### config.mk
export PLATFORM = sky130hd
export DESIGN_NAME = pipe_stage_reg_flat
export DESIGN_NICKNAME = d
export VERILOG_FILES = /design/src/rtl/pipe_stage_reg_if.sv /design/src/rtl/pipe_stage_reg.sv /design/src/flat_wrapper.sv
export SDC_FILE = /design/constraint.sdc
export NUM_CORES = 1
export LEC_CHECK = 0
export BUFFER_PORTS_ARGS = -buffer_cell sky130_fd_sc_hd__buf_2
export CAP_MARGIN = 15
export CORE_MARGIN = 2
export CORE_UTILIZATION = 54
export DETAILED_ROUTE_END_ITERATION = 10
export PLACE_DENSITY = 0.79
export SLEW_MARGIN = 20
export SYNTH_ARGS = -nofsm -noshare
export SYNTH_HDL_FRONTEND = slang
export SYNTH_SLANG_ARGS = --single-unit
### constraint.sdc
create_clock -name clk -period 2.7 [get_ports clk]
set_input_delay 0.54 -clock clk [delete_from_list [all_inputs] [get_ports clk]]
set_output_delay 0.54 -clock clk [all_outputs]
set_load 0.03 [all_outputs]
### src/rtl/pipe_stage_reg_if.sv
// Valid/ready channel carrying one data bundle and one control bundle.
// master drives valid/data/ctrl and samples ready; slave is the mirror.
interface pipe_stage_reg_if #(
  parameter int DATA_W = 96,
  parameter int CTRL_W = 13
);
  logic              valid;
  logic              ready;
  logic [DATA_W-1:0] data;
  logic [CTRL_W-1:0] ctrl;

  modport master (output valid, output data, output ctrl, input ready);
  modport slave  (input valid, input data, input ctrl, output ready);
endinterface

### src/rtl/pipe_stage_reg.sv
// Inter-stage pipeline register with valid/ready handshake, 2-entry skid
// buffer, flush and bubble-safe control masking.
// Optional macro PIPE_STAGE_PERF_EN adds saturating stall/bubble counters.
module pipe_stage_reg #(
  parameter int                DATA_W   = 96,
  parameter int                CTRL_W   = 13,
  parameter logic [CTRL_W-1:0] CTRL_RST = '0,
  parameter int                CNT_W    = 16
) (
  input  logic                 clk,
  input  logic                 rst,
  input  logic                 flush,
  pipe_stage_reg_if.slave      up,
  pipe_stage_reg_if.master     dn
`ifdef PIPE_STAGE_PERF_EN
  ,
  output logic [CNT_W-1:0]     stall_cnt,
  output logic [CNT_W-1:0]     bubble_cnt
`endif
);

  typedef enum logic [1:0] {
    EMPTY = 2'd0,
    FULL  = 2'd1,
    SKID  = 2'd2
  } state_t;

  state_t            state;
  state_t            state_nxt;
  logic              ready;
  logic              ready_nxt;
  logic [DATA_W-1:0] main_data;
  logic [DATA_W-1:0] main_data_nxt;
  logic [CTRL_W-1:0] main_ctrl;
  logic [CTRL_W-1:0] main_ctrl_nxt;
  logic [DATA_W-1:0] skid_data;
  logic [DATA_W-1:0] skid_data_nxt;
  logic [CTRL_W-1:0] skid_ctrl;
  logic [CTRL_W-1:0] skid_ctrl_nxt;
  logic              out_valid;
  logic              accept;
  logic              transfer;

  // Reject nonsensical widths at elaboration time.
  if (DATA_W < 1 || CTRL_W < 1 || CNT_W < 1) begin : g_param_check
    $error("pipe_stage_reg: widths must be at least 1");
  end

  assign out_valid = (state != EMPTY);
  assign accept    = up.valid && ready;
  assign transfer  = out_valid && dn.ready;

  assign up.ready  = ready;
  assign dn.valid  = out_valid;
  assign dn.data   = main_data;
  // A bubble must never carry an architectural side effect downstream.
  assign dn.ctrl   = out_valid ? main_ctrl : CTRL_RST;

  // Next-state and entry-load decisions; flush overrides any transition.
  always_comb begin
    state_nxt     = state;
    main_data_nxt = main_data;
    main_ctrl_nxt = main_ctrl;
    skid_data_nxt = skid_data;
    skid_ctrl_nxt = skid_ctrl;
    case (state)
      EMPTY: begin
        if (accept) begin
          state_nxt     = FULL;
          main_data_nxt = up.data;
          main_ctrl_nxt = up.ctrl;
        end else begin
          state_nxt = EMPTY;
        end
      end
      FULL: begin
        if (accept && transfer) begin
          state_nxt     = FULL;
          main_data_nxt = up.data;
          main_ctrl_nxt = up.ctrl;
        end else if (accept) begin
          state_nxt     = SKID;
          skid_data_nxt = up.data;
          skid_ctrl_nxt = up.ctrl;
        end else if (transfer) begin
          state_nxt = EMPTY;
        end else begin
          state_nxt = FULL;
        end
      end
      SKID: begin
        // in_ready is low here, so the only possible event is a drain.
        if (transfer) begin
          state_nxt     = FULL;
          main_data_nxt = skid_data;
          main_ctrl_nxt = skid_ctrl;
        end else begin
          state_nxt = SKID;
        end
      end
      default: begin
        state_nxt = EMPTY;
      end
    endcase
    if (flush) begin
      state_nxt = EMPTY;
    end else begin
      state_nxt = state_nxt;
    end
    // in_ready is registered: it looks one cycle ahead at the next state.
    ready_nxt = (state_nxt != SKID);
  end

  // State, handshake flop and entry storage.
  always_ff @(posedge clk) begin
    if (rst) begin
      state     <= EMPTY;
      ready     <= 1'b1;
      main_data <= '0;
      main_ctrl <= CTRL_RST;
      skid_data <= '0;
      skid_ctrl <= CTRL_RST;
    end else begin
      state     <= state_nxt;
      ready     <= ready_nxt;
      main_data <= main_data_nxt;
      main_ctrl <= main_ctrl_nxt;
      skid_data <= skid_data_nxt;
      skid_ctrl <= skid_ctrl_nxt;
    end
  end

`ifdef PIPE_STAGE_PERF_EN
  localparam logic [CNT_W-1:0] CNT_ONE = {{(CNT_W-1){1'b0}}, 1'b1};

  // Saturating stall/bubble counters; cleared only by reset, not by flush.
  always_ff @(posedge clk) begin
    if (rst) begin
      stall_cnt  <= '0;
      bubble_cnt <= '0;
    end else begin
      if (out_valid && !dn.ready && (stall_cnt != {CNT_W{1'b1}})) begin
        stall_cnt <= stall_cnt + CNT_ONE;
      end
      if (!out_valid && (bubble_cnt != {CNT_W{1'b1}})) begin
        bubble_cnt <= bubble_cnt + CNT_ONE;
      end
    end
  end
`endif

endmodule

### src/flat_wrapper.sv
// flat-port wrapper written by rule: the top's interface ports become plain ports
module pipe_stage_reg_flat 
#(
  parameter int                DATA_W   = 96,
  parameter int                CTRL_W   = 13,
  parameter logic [CTRL_W-1:0] CTRL_RST = '0,
  parameter int                CNT_W    = 16
)
  (clk, rst, flush, up_valid, up_data, up_ctrl, up_ready, dn_valid, dn_data, dn_ctrl, dn_ready);
  pipe_stage_reg_if #(.DATA_W(DATA_W), .CTRL_W(CTRL_W)) up_i ();
  pipe_stage_reg_if #(.DATA_W(DATA_W), .CTRL_W(CTRL_W)) dn_i ();
  input  logic clk;
  input  logic rst;
  input  logic flush;
  input wire logic [$bits(up_i.valid)-1:0] up_valid;
  input wire logic [$bits(up_i.data)-1:0] up_data;
  input wire logic [$bits(up_i.ctrl)-1:0] up_ctrl;
  output wire logic [$bits(up_i.ready)-1:0] up_ready;
  output wire logic [$bits(dn_i.valid)-1:0] dn_valid;
  output wire logic [$bits(dn_i.data)-1:0] dn_data;
  output wire logic [$bits(dn_i.ctrl)-1:0] dn_ctrl;
  input wire logic [$bits(dn_i.ready)-1:0] dn_ready;
  assign up_i.valid = up_valid;
  assign up_i.data = up_data;
  assign up_i.ctrl = up_ctrl;
  assign up_ready = up_i.ready;
  assign dn_valid = dn_i.valid;
  assign dn_data = dn_i.data;
  assign dn_ctrl = dn_i.ctrl;
  assign dn_i.ready = dn_ready;
  pipe_stage_reg #(.DATA_W(DATA_W), .CTRL_W(CTRL_W), .CTRL_RST(CTRL_RST), .CNT_W(CNT_W)) u_core (.clk(clk), .rst(rst), .flush(flush), .up(up_i), .dn(dn_i));
endmodule
==> results of run 1 <==
==> worst max-delay path: cells and delay by family (launching register included) <==
kind | cells | cell delay [ns]
flops | 1 | 0.56
buf+inv | 2 | 0.43
simple gates | 2 | 0.27
==> cells by family (layout without fill, tap and decap cells) <==
kind of cell	Yosys count	after routing
AOI/OAI and AO/OA	328	328
and+or+nand+nor	247	247
adders and majority gates	2	2
muxes	109	109
DFF	221	221
other	0	3
buffers and inverters	135	288
==> layer usage <==
metal,GRT usage (%),part of all wire (%)
met2,43.5,48
met5,0,0
met4,9.29,2.6
met1,32.9,42
met3,4.95,6.8
==> per-stage QoR <==
stage	cell area, um2	total power [mW]
floorplan	9750	4.34
global placement	11000	4.69
detailed placement	11000	4.71
CTS	11900	8.38
global route	11900	8.61
finish	11900	8.34
==> worst max path at each step <==
| stage | start | to | slack (ns) | depth (start not counted) |
|---|---|---|---|---|
| after floorplan | u_core.state[0] | u_core.main_ctrl[10] | 0.54 | 10 |
| after global placement | up_valid | u_core.dn.data[52] | 0.42 | 7 |
| after detailed placement | up_valid | u_core.dn.data[51] | 0.33 | 7 |
| after CTS | u_core.state[1] | dn_ctrl[2] | 0.35 | 4 |
| after global routing | u_core.state[1] | u_core.dn.data[86] | 0.22 | 7 |
| final | u_core.state[1] | dn_ctrl[2] | 0.38 | 4 |
==> synthesized netlist by cell type (2+ instances only) <==
| cell | instances |
|---|---|
| dfxtp_1 | 221 |
| nand3b_1 | 110 |
| a21oi_1 | 109 |
| mux2i_1 | 109 |
| nor4_1 | 109 |
| o21ai_0 | 108 |
| clkbuf_1 | 101 |
| a211oi_1 | 100 |
| buf_2 | 28 |
| nor2b_1 | 14 |
| a211oi_2 | 10 |
| and3b_1 | 2 |
| buf_1 | 2 |
| ha_1 | 2 |
| inv_1 | 2 |
| nor3_1 | 2 |
==> state kept, by name, summed over array words and instances (netlist names) <==
name / count
u_core.dn.data: 96
u_core.main_ctrl: 13
u_core.skid_ctrl: 13
u_core.skid_data: 96
u_core.state: 2
u_core.up.ready: 1
==> power groups by stage <==
stage	Clock [mW]	Combinational, mW	Sequential [mW]
global placement	0	1.09	3.60
global route	3.86	1.20	3.55
floorplan	0	0.503	3.84
detailed placement	0	1.11	3.60
CTS	3.73	1.12	3.53
finish	3.69	1.11	3.53
==> area by class of cell <==
| class | instances | area [um2] |
|---|---|---|
| timing repair buffer | 242 | 1410 |
| clock inverter | 9 | 174 |
| antenna | 3 | 7.51 |
| sequential | 221 | 4420 |
| tap | 229 | 287 |
| multi-input combinational | 686 | 4830 |
| fill | 1472 | 5970 |
| inverter | 2 | 7.51 |
| clock buffer | 35 | 733 |
==> cell usage in the layout (no fill, tap or decap), types with 14 or more instances in the layout <==
| cell | instances |
|---|---|
| a211oi_1 | 100 |
| a21oi_1 | 109 |
| buf_2 | 223 |
| clkbuf_16 | 25 |
| dfxtp_1 | 221 |
| mux2i_1 | 109 |
| nand3b_1 | 110 |
| nor2b_1 | 14 |
| nor4_1 | 109 |
| o21ai_0 | 108 |
==> flow_metrics.py, run 1 <==
metrics = {
    "run_status": {
        "status": "finished clean",
    },
    "sta": {
        "final_max_slew_viol_count": 0,
        "fin_ws_ns": 0.384,
        "finClkSkew_ns": 0.00841,
        "slew_headroom_pct": 51.4,
        "setup_viol": 0,
        "tightestPinTransition_ns": 0.729,
        "finalSetupTns_ns": 0,
        "period_needed_ns": 2.32,
        "fmax_ghz": 0.432,
        "hold_viol_final": 0,
        "min_period_over_period_pct": 85.8,
        "rsz0062_at_grt": "false",
        "fin_hold_ws_ns": 0.223,
    },
    "finish": {
        "final_util_pct": 66.6,
        "stdcell_count": 1427,
        "area_growth_pct": 21.7,
        "final_nets": 1293,
        "final_layout_size_suffix_gt1_share_pct": 25.2,
    },
    "cts": {
        "clk_pin_slew_ns": 0.06,
        "postCtsResizedCells": 0,
        "cts_buffers": 24,
        "ctsRootBufferMaster": "clkbuf_16",
        "cts.path.max_buffers": 3,
        "cts_tree": "yes",
        "postCtsHoldBufs": 0,
        "cts_setup_buffers": 0,
        "clock_sinks": 221,
        "clock_latency_ns": 0.51,
        "ctsHtreeMaxLevel": 1,
    },
    "setup_path": {
        "cp-end-kind": "output port",
        "critical_path_class": "reg2out",
        "cp_slowest_cell": "dfxtp_1",
        "rr_worst_depth": 7,
        "timing.rr.end": "u_core.dn.data[57]",
        "cp_data_required_time_ns": 2.16,
        "reg2reg_slack_ns": 0.39,
        "slowest_delay_ns": 0.56,
        "r2r-start": "u_core.state[1]",
        "worst-path-max-fanout": 14,
        "crit_path_start_kind": "flip-flop",
        "crit_chain": "nor2_1, buf_4, nor2b_1, buf_2",
        "cp_data_arrival_time_ns": 1.78,
    },
    "synthesis": {
        "syn_area_mm2": 0.00975,
        "synth_compound_area_share_pct": 20.2,
        "ys_seq_area_share_pct": 45.4,
        "synth.area.mux_share_pct": 11.2,
        "post_synth_xor_area_fraction_pct": 0,
        "synth_edf_count": 0,
        "synth.net_count": 1158,
        "syn_area_per_cell_um2": 9.36,
        "synthSimpleGateAreaFrac_pct": 17.4,
        "async_flop_share_pct": 0,
        "synth_top_area_share_pct": 45.4,
        "synth.distinct_cells": 29,
        "synth_top_family_by_area": "compound AO/OA/AOI/OAI gates",
        "ys.flop_type": "dfxtp_1",
        "synth_seq_cells": 221,
        "synth_top_cells_by_area": "dfxtp_1, mux2i_1, nand3b_1",
        "synth_top_area_cell": "dfxtp_1",
        "synth_cells": 1042,
        "yosys_warnings": 0,
        "synthAdderAreaFrac_pct": 0.257,
    },
    "routing": {
        "drt-total-wl_um": 26300,
        "wl_per_cell_um": 18.4,
        "vias": 8827,
        "final_antenna_net_count": 0,
        "drt_iter0_markers": 710,
        "drt_first_pass_iters": 5,
        "route.detailed.drc": 0,
        "vias_per_cell": 6.19,
    },
    "flow_run": {
        "drv_cap": 0,
    },
    "power": {
        "switchingPower_mw": 2.14,
        "power_density_mw_per_mm2": 702,
        "p_comb_share_pct": 13.4,
        "switching_share_pct": 25.6,
        "p_int_mw": 6.20,
        "peakVddDrop_mv": 0.475,
        "p_clk_share_pct": 44.3,
        "p_seq_share_pct": 42.4,
        "leakage_nw": 5.14,
    },
    "floorplan": {
        "start_util_pct": 54.7,
        "dieWidth_um": 138,
        "ios": 225,
        "rows": 49,
        "core_mm2": 0.0178,
        "die_y_um": 138,
        "die_area_mm2": 0.0192,
    },
    "min_path": {
        "holdPathEnd": "u_core.state[0]",
        "hold_path.class": "in2reg",
        "min-delay-start": "flush",
        "holdPathStages": 2,
    },
    "grt": {
        "overflow": 0,
        "gr-usage-all-layers_pct": 25.7,
        "grt_pass1_vias": 8438,
        "grt_max_degree": 219,
        "grt_antenna_before_repair": 3,
        "grt_first_pass_wirelength_um": 42500,
    },
    "place": {
        "dp_slack_ns": 0.326,
        "dp.cells": 1380,
        "dp_hpwl_um": 14400,
        "io_buffers": 224,
        "place_congestion": 0.793,
    },
}
Power figures use the tool's default switching activity.
==> inputs of run 2 (changes only) <==
--- a/config.mk
+++ b/config.mk
@@ -7,8 +7,10 @@
 export LEC_CHECK = 0
 export BUFFER_PORTS_ARGS = -buffer_cell sky130_fd_sc_hd__buf_2
 export CAP_MARGIN = 15
+export CELL_PAD_IN_SITES_DETAIL_PLACEMENT = 0
+export CELL_PAD_IN_SITES_GLOBAL_PLACEMENT = 1
 export CORE_MARGIN = 2
-export CORE_UTILIZATION = 54
+export CORE_UTILIZATION = 41
 export DETAILED_ROUTE_END_ITERATION = 10
 export PLACE_DENSITY = 0.79
 export SLEW_MARGIN = 20
==> run 2 against run 1 <==
- utilization down 16 points
- sequential power about the same
- clock power down 9.8%
- routed wire length up 4.6%
==> flow_metrics.py, run 2 (synthesis gave the netlist of run 1 again) <==
metrics = {
    "finish": {
        "stdcell_area_mm2": 0.0119,
        "final_cell_mix": "buf_2, dfxtp_1, nand3b_1",
        "n_fill_cell": 2273,
        "final_nets": 1297,
        "final_util_pct": 50.9,
        "final_common_cell": "buf_2",
        "area_growth_pct": 22.1,
        "stdcell_count": 1520,
        "final_layout_size_suffix_gt1_share_pct": 25.1,
    },
    "setup_path": {
        "cp_top_family": "simple AND/OR/NAND/NOR gates",
        "cp-end-kind": "flip-flop",
        "slowest_delay_ns": 0.57,
        "cp_data_required_time_ns": 3.05,
        "crit_chain": "nor2_1, nor2b_1, ha_4, and3b_4, or3_4, buf_4, a211oi_1",
        "path_buf_inv": 1,
        "worst-path-max-fanout": 56,
        "critical_path_class": "reg2reg",
        "cp_slowest_cell": "dfxtp_1",
        "cp_data_arrival_time_ns": 2.73,
        "crit_path_start_kind": "flip-flop",
    },
    "grt": {
        "overflow": 0,
        "grt_antenna_before_repair": 1,
        "grt_max_degree": 219,
        "grt_pass1_vias": 8208,
        "gr-usage-all-layers_pct": 21.2,
        "grt_first_pass_wirelength_um": 43400,
    },
    "cts": {
        "postCtsHoldBufs": 0,
        "cts_tree": "yes",
        "cts_setup_buffers": 0,
        "clock_latency_ns": 0.51,
        "cts_buffers": 25,
        "clk_pin_slew_ns": 0.06,
        "clock_sinks": 221,
        "ctsRootBufferMaster": "clkbuf_16",
        "cts.path.max_buffers": 3,
        "ctsHtreeMaxLevel": 1,
        "postCtsResizedCells": 0,
    },
    "power": {
        "leakage_nw": 5.11,
        "switching_share_pct": 26.8,
        "p_int_mw": 5.85,
        "p_comb_share_pct": 14.0,
        "p_seq_share_pct": 44.3,
        "p_clk_share_pct": 41.6,
        "power_density_mw_per_mm2": 670,
        "switchingPower_mw": 2.14,
        "peakVddDrop_mv": 0.353,
    },
    "sta": {
        "finClkSkew_ns": 0.0109,
        "fmax_ghz": 0.419,
        "final_max_slew_viol_count": 0,
        "slew_headroom_pct": 50.2,
        "fin_hold_ws_ns": 0.227,
        "tightestPinTransition_ns": 0.748,
        "setup_viol": 0,
        "finalSetupTns_ns": 0,
        "hold_viol_final": 0,
        "min_period_over_period_pct": 88.3,
        "rsz0062_at_grt": "false",
        "period_needed_ns": 2.39,
    },
    "floorplan": {
        "die_area_mm2": 0.0250,
        "core_mm2": 0.0234,
        "start_util_pct": 41.7,
        "rows": 56,
        "dieWidth_um": 158,
        "die_y_um": 158,
        "ios": 225,
    },
    "place": {
        "place_congestion": 0.752,
        "dp.cells": 1473,
        "postPlaceCellArea_mm2": 0.0111,
        "io_buffers": 224,
        "dp_hpwl_um": 15100,
    },
    "routing": {
        "dr_wl_met2_um": 13200,
        "drt_iter0_markers": 447,
        "wl_met3_um": 1290,
        "drt-total-wl_um": 27500,
        "wl_per_cell_um": 18.1,
        "vias": 8630,
        "drt_first_pass_iters": 5,
        "route.detailed.drc": 0,
        "top_layer_used": "met4",
        "wl_met1_um": 12500,
        "final_antenna_net_count": 0,
        "vias_per_cell": 5.68,
    },
    "flow_run": {
        "drv_cap": 0,
    },
    "run_status": {
        "status": "finished clean",
    },
    "min_path": {
        "hold_path.class": "in2reg",
    },
}
[run 2: power groups by stage]
stage	combinational (mW)	clock (mW)	sequential, mW
finish	1.12	3.33	3.54
floorplan	0.503	0	3.84
global route	1.21	3.54	3.56
CTS	1.13	3.40	3.54
global placement	1.11	0	3.61
detailed placement	1.13	0	3.61
[run 2: per-stage QoR]
step | setup WS [ns] | total power, mW
after floorplan | 0.537 | 4.34
after global placement | 0.378 | 4.72
after detailed placement | 0.320 | 4.74
after CTS | 0.311 | 8.07
after global routing | 0.126 | 8.31
final | 0.315 | 7.99
[run 2: per-layer routing]
layer	up-vias	GRT usage, %
li1	4220	-
met5	-	0
met3	32	2.96
met2	190	34.9
met4	0	6.18
met1	4188	28.9
[run 2: final cells by class]
class	count	area (um2)	area share, %
antenna	1	2.50	0.0210
clock buffer	40	752	6.31
clock inverter	6	62.6	0.525
inverter	2	7.51	0.0630
multi-input combinational	686	4830	40.5
sequential	221	4420	37.1
tap	319	399	3.35
timing repair buffer	245	1440	12.0
[run 2: worst paths after layout]
check                                     startpoint              endpoint  slack, ns  depth (start not counted)
worst max-delay path                 u_core.state[1]    u_core.dn.data[12]       0.31                          7
worst min-delay path                           flush       u_core.state[0]       0.23                          2
worst max register to register       u_core.state[1]    u_core.dn.data[12]       0.31                          7
worst min register to register  u_core.skid_data[62]  u_core.skid_data[62]       0.47                          2
==> inputs of run 3 (changes only) <==
==> constraint.sdc (replaced) <==
create_clock -name clk -period 2.4 [get_ports clk]
set_input_delay 0.48 -clock clk [delete_from_list [all_inputs] [get_ports clk]]
set_output_delay 0.48 -clock clk [all_outputs]
set_load 0.03 [all_outputs]
==> run 3 against run 2 <==
- count of clock-buffer cells in the layout down 1
- utilization up 0.13 points
- clock skew about the same
- via count about the same
- first-iteration DRC count unchanged
- clock power up 14%
- largest power group unchanged
==> flow_metrics.py, run 3 (synthesis gave the netlist of run 1 again) <==
metrics = {
    "run_status": {
        "status": "finished clean",
    },
    "flow_run": {
        "drv_cap": 0,
    },
    "power": {
        "switching_share_pct": 26.6,
        "p_clk_share_pct": 41.8,
        "p_seq_share_pct": 44.1,
        "p_comb_share_pct": 14.1,
        "leakage_nw": 5.11,
        "power_density_mw_per_mm2": 757,
        "peakVddDrop_mv": 0.381,
        "switchingPower_mw": 2.40,
        "p_int_mw": 6.64,
    },
    "routing": {
        "final_antenna_net_count": 0,
        "vias": 8633,
        "route.detailed.drc": 0,
        "vias_per_cell": 5.68,
        "dr_wl_met2_um": 13500,
        "drt_iter0_markers": 447,
        "drt-total-wl_um": 28200,
        "drt_first_pass_iters": 5,
        "wl_met3_um": 1460,
        "wl_per_cell_um": 18.6,
        "top_layer_used": "met4",
        "wl_met1_um": 12600,
    },
    "grt": {
        "grt_max_degree": 219,
        "overflow": 0,
        "grt_pass1_vias": 8002,
        "grt_antenna_before_repair": 2,
        "grt_first_pass_wirelength_um": 43500,
        "gr-usage-all-layers_pct": 21.4,
    },
    "setup_path": {
        "path_depth": 6,
        "cp-end-kind": "flip-flop",
        "cp_data_required_time_ns": 2.81,
        "timing.rr.end": "u_core.dn.data[31]",
        "cp_slowest_cell": "or3_4",
        "cp_top_family": "simple AND/OR/NAND/NOR gates",
        "crit_path_start_kind": "flip-flop",
        "slowest_delay_ns": 0.51,
        "rr_worst_depth": 6,
        "crit_chain": "and2_1, ha_4, and3b_4, or3_4, buf_12, a211oi_1",
        "reg2reg_slack_ns": 0.37,
        "r2r-start": "u_core.up.ready",
        "cp_data_arrival_time_ns": 2.43,
        "worst-path-max-fanout": 36,
        "critical_path_class": "reg2reg",
        "path_buf_inv": 1,
    },
    "finish": {
        "n_fill_cell": 2260,
        "final_common_cell": "buf_2",
        "final_layout_size_suffix_gt1_share_pct": 25.0,
        "area_growth_pct": 22.4,
        "final_util_pct": 51.0,
        "final_nets": 1298,
        "final_cell_mix": "buf_2, dfxtp_1, nand3b_1",
        "stdcell_count": 1519,
    },
    "place": {
        "io_buffers": 224,
        "dp_hpwl_um": 15700,
        "dp.cells": 1475,
        "place_congestion": 0.770,
    },
    "sta": {
        "min_period_over_period_pct": 84.4,
        "slew_headroom_pct": 54.0,
        "setup_viol": 0,
        "final_max_slew_viol_count": 0,
        "tightestPinTransition_ns": 0.689,
        "fmax_ghz": 0.494,
        "rsz0062_at_grt": "false",
        "hold_viol_final": 0,
        "finClkSkew_ns": 0.0110,
        "fin_hold_ws_ns": 0.157,
        "finalSetupTns_ns": 0,
        "period_needed_ns": 2.03,
    },
    "cts": {
        "clk_pin_slew_ns": 0.06,
        "postCtsResizedCells": 0,
        "cts_buffers": 24,
        "ctsRootBufferMaster": "clkbuf_16",
        "cts.path.max_buffers": 3,
        "clock_sinks": 221,
        "postCtsHoldBufs": 0,
        "ctsHtreeMaxLevel": 1,
        "cts_setup_buffers": 0,
        "clock_latency_ns": 0.51,
        "cts_tree": "yes",
    },
    "floorplan": {
        "rows": 56,
        "start_util_pct": 41.7,
        "die_area_mm2": 0.0250,
        "ios": 225,
        "dieWidth_um": 158,
        "die_y_um": 158,
        "core_mm2": 0.0234,
    },
    "min_path": {
        "min-delay-start": "flush",
        "hold_path.class": "in2reg",
        "holdPathEnd": "u_core.state[0]",
        "holdPathStages": 2,
    },
}
## run 3: how the worst max path moves through the flow
stage | startpoint | end | slack, ns
2_1_floorplan | u_core.state[0] | u_core.main_ctrl[10] | 0.24
3_3_place_gp | up_valid | u_core.dn.data[58] | 0.21
3_5_place_dp | up_valid | u_core.dn.data[31] | 0.14
4_1_cts | u_core.up.ready | u_core.dn.data[31] | 0.38
5_1_grt | u_core.state[0] | u_core.dn.data[31] | 0.23
6_report | u_core.up.ready | u_core.dn.data[31] | 0.37
## run 3: power by group through the flow
| stage | Clock [mW] | Combinational, mW | Sequential [mW] |
|---|---|---|---|
| detailed placement | 0 | 1.28 | 4.06 |
| global route | 4.01 | 1.38 | 4.00 |
| floorplan | 0 | 0.565 | 4.31 |
| global placement | 0 | 1.27 | 4.06 |
| finish | 3.78 | 1.28 | 3.99 |
| CTS | 3.86 | 1.29 | 3.98 |
## run 3: metal layers
layer | vias to the layer above | GRT usage (%)
met5 | - | 0
met4 | 0 | 5.58
met3 | 37 | 3.45
met2 | 236 | 35.5
met1 | 4137 | 29.0
li1 | 4223 | -
## run 3: final cells by class
class                           instances  area (um2)  area share, %
Clock inverter                          3        65.1          0.545
Multi-Input combinational cell        686        4830           40.4
Antenna cell                            2        5.00         0.0419
Clock buffer                           39         738           6.18
Sequential cell                       221        4420           37.0
Timing Repair Buffer                  247        1480           12.4
Inverter                                2        7.51         0.0629
Tap cell                              319         399           3.34
## run 3: worst reg2reg max path: cells and delay by family, from the launching register on
| family | cells | cell delay (ns) |
|---|---|---|
| fa+ha+maj | 1 | 0.18 |
| buf+inv | 1 | 0.23 |
| simple gates | 3 | 0.90 |
| compound gates | 1 | 0.26 |
| flops | 1 | 0.35 |
## run 3: stage by stage
stage / power (mW) / worst slack, ns / cell area [um2]
floorplan: 4.88 / 0.237 / 9750
finish: 9.04 / 0.374 / 11900
global placement: 5.33 / 0.209 / 11100
global route: 9.39 / 0.227 / 11900
detailed placement: 5.35 / 0.141 / 11100
CTS: 9.13 / 0.379 / 11900
